**config.mk**
```make
export PLATFORM = sky130hd
export DESIGN_NAME = u_ofdm_demap
export DESIGN_NICKNAME = d
export VERILOG_FILES = /design/src/rtl/u_ofdm_demap.sv
export SDC_FILE = /design/constraint.sdc
export NUM_CORES = 2
export LEC_CHECK = 0
export CAP_MARGIN = 20
export CORE_UTILIZATION = 30
export CTS_BUF_LIST = sky130_fd_sc_hd__clkbuf_8
export CTS_CLUSTER_SIZE = 25
export DETAILED_ROUTE_END_ITERATION = 12
export GPL_ROUTABILITY_DRIVEN = 0
export MAX_ROUTING_LAYER = met4
export PLACE_DENSITY = 0.51
export SYNTH_ARGS = -nofsm -noshare
export SYNTH_HDL_FRONTEND = slang
export SYNTH_SLANG_ARGS = --single-unit
```
**constraint.sdc**
```tcl
create_clock -name clk -period 14.8 [get_ports clk]
set_input_delay 2.96 -clock clk [delete_from_list [all_inputs] [get_ports clk]]
set_output_delay 2.96 -clock clk [all_outputs]
set_load 0.01 [all_outputs]
```
**src/rtl/u_ofdm_demap.sv**
```systemverilog
// U-OFDM receive demapper: rebuilds bipolar samples as pos[k]-neg[k]
// and streams them to the FFT sink; frame counter under UOFDM_DEMAP_FRAME_CNT_EN.
module u_ofdm_demap #(
    parameter int DW = 8,
    parameter int N  = 128,
    parameter int AW = 7
) (
    input  logic          clk,
    input  logic          reset,
    input  logic [DW-1:0] data_in,
    input  logic          in_valid,
    input  logic          in_sop,
    input  logic          sink_ready,
    output logic [DW:0]   sink_real,
    output logic [DW:0]   sink_imag,
    output logic          sink_valid,
    output logic          sink_sop,
    output logic          sink_eop,
    output logic          frame_drop,
    output logic          busy,
    output logic [15:0]   frame_cnt
);

    typedef enum logic [1:0] {
        IDLE,
        FILL_POS,
        FILL_NEG,
        DRAIN
    } state_t;

    localparam logic [AW-1:0] LAST = AW'(N - 1);

    state_t        state;
    logic [DW:0]   mem [N];
    logic [AW-1:0] wr_idx;
    logic [AW-1:0] rd_idx;
    logic [AW-1:0] rd_nxt;
    logic          start;
    logic          xfer;
    logic          wr_en;
    logic [AW-1:0] wr_addr;
    logic [DW:0]   wr_data;

    assign start     = in_valid && in_sop;
    assign xfer      = sink_valid && sink_ready;
    assign rd_nxt    = rd_idx + AW'(1);
    assign busy      = (state != IDLE);
    assign sink_imag = '0;

    // Write port: positive half stores zero-extended, negative half
    // reads the stored positive sample and writes back the difference.
    always_comb begin
        wr_en   = 1'b0;
        wr_addr = wr_idx;
        wr_data = {1'b0, data_in};
        case (state)
            IDLE: begin
                if (start) begin
                    wr_en   = 1'b1;
                    wr_addr = '0;
                end
            end
            FILL_POS: begin
                if (in_valid) begin
                    wr_en = 1'b1;
                    if (in_sop) wr_addr = '0;
                end
            end
            FILL_NEG: begin
                if (in_valid) begin
                    wr_en = 1'b1;
                    if (in_sop) wr_addr = '0;
                    else wr_data = mem[wr_idx] - {1'b0, data_in};
                end
            end
            default: ;
        endcase
    end

    // Sample storage, no reset needed: contents are always rewritten
    // before they are read out.
    always_ff @(posedge clk) begin
        if (wr_en) mem[wr_addr] <= wr_data;
    end

    // Frame FSM with registered sink outputs and drop pulse.
    always_ff @(posedge clk or negedge reset) begin
        if (!reset) begin
            state      <= IDLE;
            wr_idx     <= '0;
            rd_idx     <= '0;
            sink_real  <= '0;
            sink_valid <= 1'b0;
            sink_sop   <= 1'b0;
            sink_eop   <= 1'b0;
            frame_drop <= 1'b0;
        end else begin
            frame_drop <= 1'b0;
            case (state)
                IDLE: begin
                    if (start) begin
                        wr_idx <= AW'(1);
                        state  <= FILL_POS;
                    end
                end
                FILL_POS: begin
                    if (in_valid) begin
                        if (in_sop) begin
                            frame_drop <= 1'b1;
                            wr_idx     <= AW'(1);
                        end else if (wr_idx == LAST) begin
                            wr_idx <= '0;
                            state  <= FILL_NEG;
                        end else begin
                            wr_idx <= wr_idx + AW'(1);
                        end
                    end
                end
                FILL_NEG: begin
                    if (in_valid) begin
                        if (in_sop) begin
                            frame_drop <= 1'b1;
                            wr_idx     <= AW'(1);
                            state      <= FILL_POS;
                        end else if (wr_idx == LAST) begin
                            wr_idx     <= '0;
                            rd_idx     <= '0;
                            sink_real  <= mem[0];
                            sink_valid <= 1'b1;
                            sink_sop   <= 1'b1;
                            sink_eop   <= (LAST == '0);
                            state      <= DRAIN;
                        end else begin
                            wr_idx <= wr_idx + AW'(1);
                        end
                    end
                end
                DRAIN: begin
                    if (start) frame_drop <= 1'b1;
                    if (xfer) begin
                        if (sink_eop) begin
                            sink_valid <= 1'b0;
                            sink_sop   <= 1'b0;
                            sink_eop   <= 1'b0;
                            sink_real  <= '0;
                            state      <= IDLE;
                        end else begin
                            rd_idx    <= rd_nxt;
                            sink_real <= mem[rd_nxt];
                            sink_sop  <= 1'b0;
                            sink_eop  <= (rd_nxt == LAST);
                        end
                    end
                end
                default: state <= IDLE;
            endcase
        end
    end

`ifdef UOFDM_DEMAP_FRAME_CNT_EN
    // Completed-frame counter, advances on each eop transfer.
    always_ff @(posedge clk or negedge reset) begin
        if (!reset) frame_cnt <= '0;
        else if (xfer && sink_eop) frame_cnt <= frame_cnt + 16'd1;
    end
`else
    assign frame_cnt = 16'd0;
`endif

endmodule

```
# Word level (Yosys, flattened, before mapping)
# Memories as Yosys holds them, arrays and structs flattened.
# Index checks and enable logic that the tools add are counted.
[classes]
n_mux = 56
addsub = 3
reduce_logical = 12
eq_ne = 17
[op_table]
columns = ["operator", "n"]
rows = [
  ["$mux 7", 12],
  ["$mux 9", 8],
  ["$pmux 7 s2", 3],
  ["$ne 2x2->1 const B", 10],
  ["$mux 2", 9],
  ["$pmux 9 s2", 1],
  ["$mux 1", 17],
  ["$add 7x1->7 const B", 2],
  ["$eq 7x7->1 const B", 2],
  ["$reduce_and 6->1", 2],
  ["$pmux 1 s2", 5],
  ["$sub 9x8->9", 1],
  ["$pmux 2 s4", 1],
  ["$reduce_and 8->1", 1],
  ["$reduce_bool 2->1", 3],
  ["$reduce_and 5->1", 1],
  ["$eq 2x2->1 const B", 2],
  ["$ne 3x3->1 const B", 1],
  ["$reduce_and 3->1", 1],
  ["$eq 2x1->1 const B", 1],
  ["$logic_and 1x1->1", 2],
  ["$logic_not 2->1", 1],
  ["$ne 2x1->1 const B", 1],
  ["$reduce_or 2->1", 1],
]
[word_totals]
ramBits = 1152
inputBits = 13
ff_bits = 29
memories = 1
output_inout_bits = 39
elab_cells = 97
[memory_table]
columns = ["memory", "depth", "width", "rd", "rd_clocked_by_memory_dff", "wr", "line", "rtl"]
rows = [
  ["mem", 128, 9, 3, 0, 1, "34", "logic [DW:0] mem [N];"],
]

# Logic depth before layout (Yosys ltp)
[logic_depth]
word_depth = 5
depth_mapped = 19
ltp_nobuf = 15

# Worst setup path after synthesis
# No wires, ideal clock.
[synth_timing]
path_type = "input port to flip-flop"
from = "input data_in[1]"
to = "memory mem[0][5] (netlist bit) (data pin)"
path_slack_ps = 4299
setup_time_ps = 1224
cell_stages = 8
required_time_ps = 13576
path_buffers = 0
t_arrival_ps = 9277
path_cell_list = "inv_1 -> ha_1 -> nor2b_1 -> o21ai_0 -> a21boi_0 -> o21ai_0 -> a21boi_0 -> o31ai_1"
[synth_between]
elab_chain_len = 4
[synth_rtl]
columns = ["element", "line", "rtl"]
rows = [
  ["start, declared", "10", "input logic [DW-1:0] data_in,"],
  ["$sub 9x8->9", "73", "else wr_data = mem[wr_idx] - {1'b0, data_in};"],
  ["$mux 9", "72", "if (in_sop) wr_addr = '0;"],
  ["$mux 9", "70", "if (in_valid) begin"],
  ["$mux 9", "56", "case (state)"],
  ["net wr_data[5]", "42", "logic [DW:0] wr_data;"],
  ["end, declared", "34", ""],
]
# The timed path passes the listed nets, and every way through them passes these cells.

# Worst setup path in the final report
[layout_timing]
from = "register wr_idx[0]"
to = "memory mem[62][7] (netlist bit) (data pin)"
[layout_between]
elab_chain_len = 5
[layout_rtl]
columns = ["element", "line", "rtl"]
rows = [
  ["start, declared", "35", "logic [AW-1:0] wr_idx;"],
  ["start signal, assigned", "115", "wr_idx <= wr_idx + AW'(1);"],
  ["start signal, assigned", "134", "wr_idx <= wr_idx + AW'(1);"],
  ["$mem_v2 128x9", "-", ""],
  ["$sub 9x8->9", "73", ""],
  ["$mux 9", "72", ""],
  ["$mux 9", "70", ""],
  ["$mux 9", "56", ""],
  ["net wr_data[7]", "42", ""],
]
# The timed path passes the listed nets, and every way through them passes these cells.

==> results.yml <==
cts:
  max-clock-path-buffers: 3
  post_cts.repair.setup_buffers: 0
  clock-sinks: 1181
  cts_tree: "done"
  ctsRootBufferMaster: "clkbuf_8"
  cts_max_level: 4
  hold_buffers: 0
  post_cts_resized: 0
  cts_inserted_buffers: 197
  clk_transition_reported_paths_ns: 0.06
  clock_latency_ns: 0.90
final_layout:
  area_growth_syn_to_layout_pct: 14.68
  final_layout_size_suffix_gt1_share_pct: 41.75
  number_of_non_filler_instances_in_the_completed_layout: 5423
  layout.nets: 2817
placement:
  portBuffers: 26
  hpwlAfterDp_mm: 103.9
  pre_cts_worst_setup_slack_ns: 6.638
  placed_cells: 5050
power_and_ir_drop:
  vdd.ir_drop.worst_mv: 0.1659
  cellPowerDensity_mw_per_mm2: 183.3
  total_power_mw: 11.68
  power.static_leakage_nw: 19.69
detailed_routing:
  avg_wl_per_cell_um: 31.78
  total_wire_length_after_detailed_routing_mm: 172.4
  postRouteAntennaNets: 0
  dr.pass1.iters: 5
  via_per_inst: 5.569
  drt_first_iter_violations: 3570
  drcViolationCount: 0
  num_vias: 30200
sta:
  tightestPinTransition_ns: 1.306
  whs_ns: 0.5592
  rsz0062_at_grt: "false"
  setup_viol_count_final: 0
  setup_total_negative_slack_ns: 0
  final.setup_skew_ns: 0.05113
  max_freq_mhz: 127.8
  post-route-min-period_ns: 7.823
  slew_viol_final: 0
  period_share_pct: 52.86
  setup_slack_after_layout_ns: 6.977
  final_hold_violation_count: 0
  slew-limit-headroom_pct: 12.91
floorplan:
  die_area_mm2: 0.1869
  ioPinCount: 52
  row_count: 157
  die_height_um: 432.3
  start_util_pct: 30.28
  coreArea_mm2: 0.1835
  die_w_um: 432.3
setup_path:
  endpoint_kind: "flip-flop"
  worst-endpoint-required_ns: 15.38
  data_arrival_time_at_the_worst_slack_endpoint_ns: 8.40
  setup.worst_path.class: "reg2reg"
  crit_path_max_fanout: 99
  capturing_point_of_the_worst_reg2reg_path: "mem[62][7]$_DFFE_PP_"
  worst-r2r-cell-count: 16
  cpPeakStageDelay_ns: 0.72
  worstSetupStartpointType: "flip-flop"
  crit_buf_inv: 3
  timing.critical_path.depth: 16
  critical-path-top-delay-family: "multiplexers"
  worst_path_max_delay_cell: "buf_12"
  reg2reg_setup_slack_ns: 6.98
  crit-reg2reg-launch: "wr_idx[0]$_DFFE_PN0P_"
  cp_cell_sequence: "buf_12, buf_12, mux4_2, mux4_2, mux4_2, mux2_2, ha_1, nor2b_1, o21ai_0, a21boi_0, o21ai_0, a21boi_0, o21ai_0, mux2i_1, nand2_4, buf_4"
global_route:
  grt_antenna_before_repair: 9
  grt_start_max_net_pins: 147
  globalRoute.totalOverflow: 0
  grt_first_pass_wirelength_mm: 243.9
  global_route.usage.total_pct: 19.03
  vias_in_the_first_global_route: 31170
yosys:
  synth.ff_latch_count: 1181
  syn-instance-count: 2590
  synth_area_mm2: 0.05555
  synthFlopType: "edfxtp_1"
  yosys_warnings: 0
  post_synth.cell_area_avg_um2: 21.45
  yosysUniqueCellTypes: 46
  synth-edff-count: 1152
  synth_sequential_area_ratio_pct: 63.58
  synth-async-reset-ratio_pct: 2.456
job:
  maxCapViolations: 0
outcome:
  outcome: "finished, final reports clean"
min_path:
  hold_class: "reg2reg"
  min_to: "rd_idx[6]$_DFFE_PN0P_"
  hold_depth: 2
  hold_path.startpoint: "rd_idx[6]$_DFFE_PN0P_"
## Yosys cell counts, types with 4 or more instances
cell,instances,share of area (%)
a21o_1,5,0.068
a21oi_1,26,0.23
a221oi_1,9,0.14
buf_1,14,0.095
buf_2,75,0.68
buf_4,33,0.45
clkbuf_1,97,0.66
dfrtp_1,29,1.3
edfxtp_1,1152,62
ha_1,15,0.34
inv_1,25,0.17
mux2_2,10,0.20
mux2i_1,17,0.31
mux4_2,744,30
nand2_1,72,0.49
nand2b_1,5,0.056
nand3_1,11,0.099
nor2_1,143,0.97
nor2b_1,10,0.11
nor3_1,14,0.13
o21ai_0,27,0.24
o221ai_1,8,0.13
xnor2_1,4,0.063
xor2_1,7,0.11
## layer usage
| layer | global-route usage, % | wire length, um | up-vias |
|---|---|---|---|
| met3 | 3.793 | 12660 | 270 |
| li1 | - | - | 11720 |
| met4 | 6.162 | 5499 | 0 |
| met1 | 24.41 | 69360 | 16710 |
| met2 | 30.32 | 84850 | 1509 |
| met5 | - | 0 | - |
## state kept, by name, indices dropped and copies added, names as in the netlist
signal      cells
mem          1152
sink_real       9
rd_idx          7
wr_idx          7
state           2
frame_drop      1
sink_eop        1
sink_sop        1
sink_valid      1
## tightest hold or removal path, delay by kind of cell (launching register included)
family	cells	cell delay [ns]
compound gates	1	0.08
flops	1	0.39
simple gates	1	0.06
## area by class of cell
type                            count  area, um^2
Fill cell                       16990      119800
Sequential cell                  1181       35340
Multi-Input combinational cell   1189       19370
Tap cell                         2464        3083
Clock buffer                      218        3000
Timing Repair Buffer              194        1714
Clock inverter                    146        1085
Inverter                           25       93.84
Antenna cell                        6       15.01
## logic make-up (layout without fill, tap and decap cells)
kind of cell / count (synthesis) / count (layout) / share of synthesized area [%]
AOI/OAI and AO/OA: 92 / 92 / 1.052
other: 1 / 31 / 0.006751
DFF: 1181 / 1181 / 63.58
and+or+nand+nor: 273 / 273 / 2.072
muxes: 771 / 771 / 30.67
buffers and inverters: 244 / 583 / 2.041
xor gates and xnor gates: 12 / 12 / 0.2027
adders and majority gates: 16 / 16 / 0.3739
## cell usage in the layout, fill, tap and decap left out, types with 4 or more instances in the layout
master / count
a21o_1: 5
a21oi_1: 25
a221oi_1: 9
buf_12: 11
buf_4: 154
bufinv_16: 17
clkbuf_8: 218
clkdlybuf4s50_1: 25
clkinv_1: 39
clkinv_2: 31
conb_1: 25
dfrtp_1: 24
dfrtp_4: 5
diode_2: 6
edfxtp_1: 1152
ha_1: 14
inv_1: 75
inv_6: 4
mux2_2: 9
mux2i_1: 17
mux4_2: 744
nand2_1: 71
nand2b_1: 5
nand3_1: 10
nor2_1: 129
nor2_2: 13
nor2b_1: 10
nor3_1: 14
o21ai_0: 24
o221ai_1: 8
xor2_1: 5
## worst max-delay path by stage
stage | startpoint | to | slack, ns
floorplan | data_in[1] | mem[0][5]$_DFFE_PP_ | 4.30
global placement | wr_idx[0]$_DFFE_PN0P_ | mem[104][8]$_DFFE_PP_ | 6.82
detailed placement | wr_idx[0]$_DFFE_PN0P_ | mem[105][8]$_DFFE_PP_ | 6.64
CTS | wr_idx[0]$_DFFE_PN0P_ | mem[59][8]$_DFFE_PP_ | 6.64
global route | wr_idx[0]$_DFFE_PN0P_ | mem[62][7]$_DFFE_PP_ | 6.55
finish | wr_idx[0]$_DFFE_PN0P_ | mem[62][7]$_DFFE_PP_ | 6.98
## power by group
group          internal [mW]  switching (mW)  total, mW  leakage (nW)
Sequential              3.88           0.115       3.99          10.8
Combinational           2.11            2.55       4.66          6.64
Clock                   1.65            1.37       3.02          2.29
## metrics by stage
step,utilization [%],cell area [um^2]
finish,34.72,63700
global route,34.72,63700
detailed placement,32.45,59530
global placement,32.42,59480
CTS,34.67,63610
floorplan,-,55640
Power figures use the tool's default switching activity.
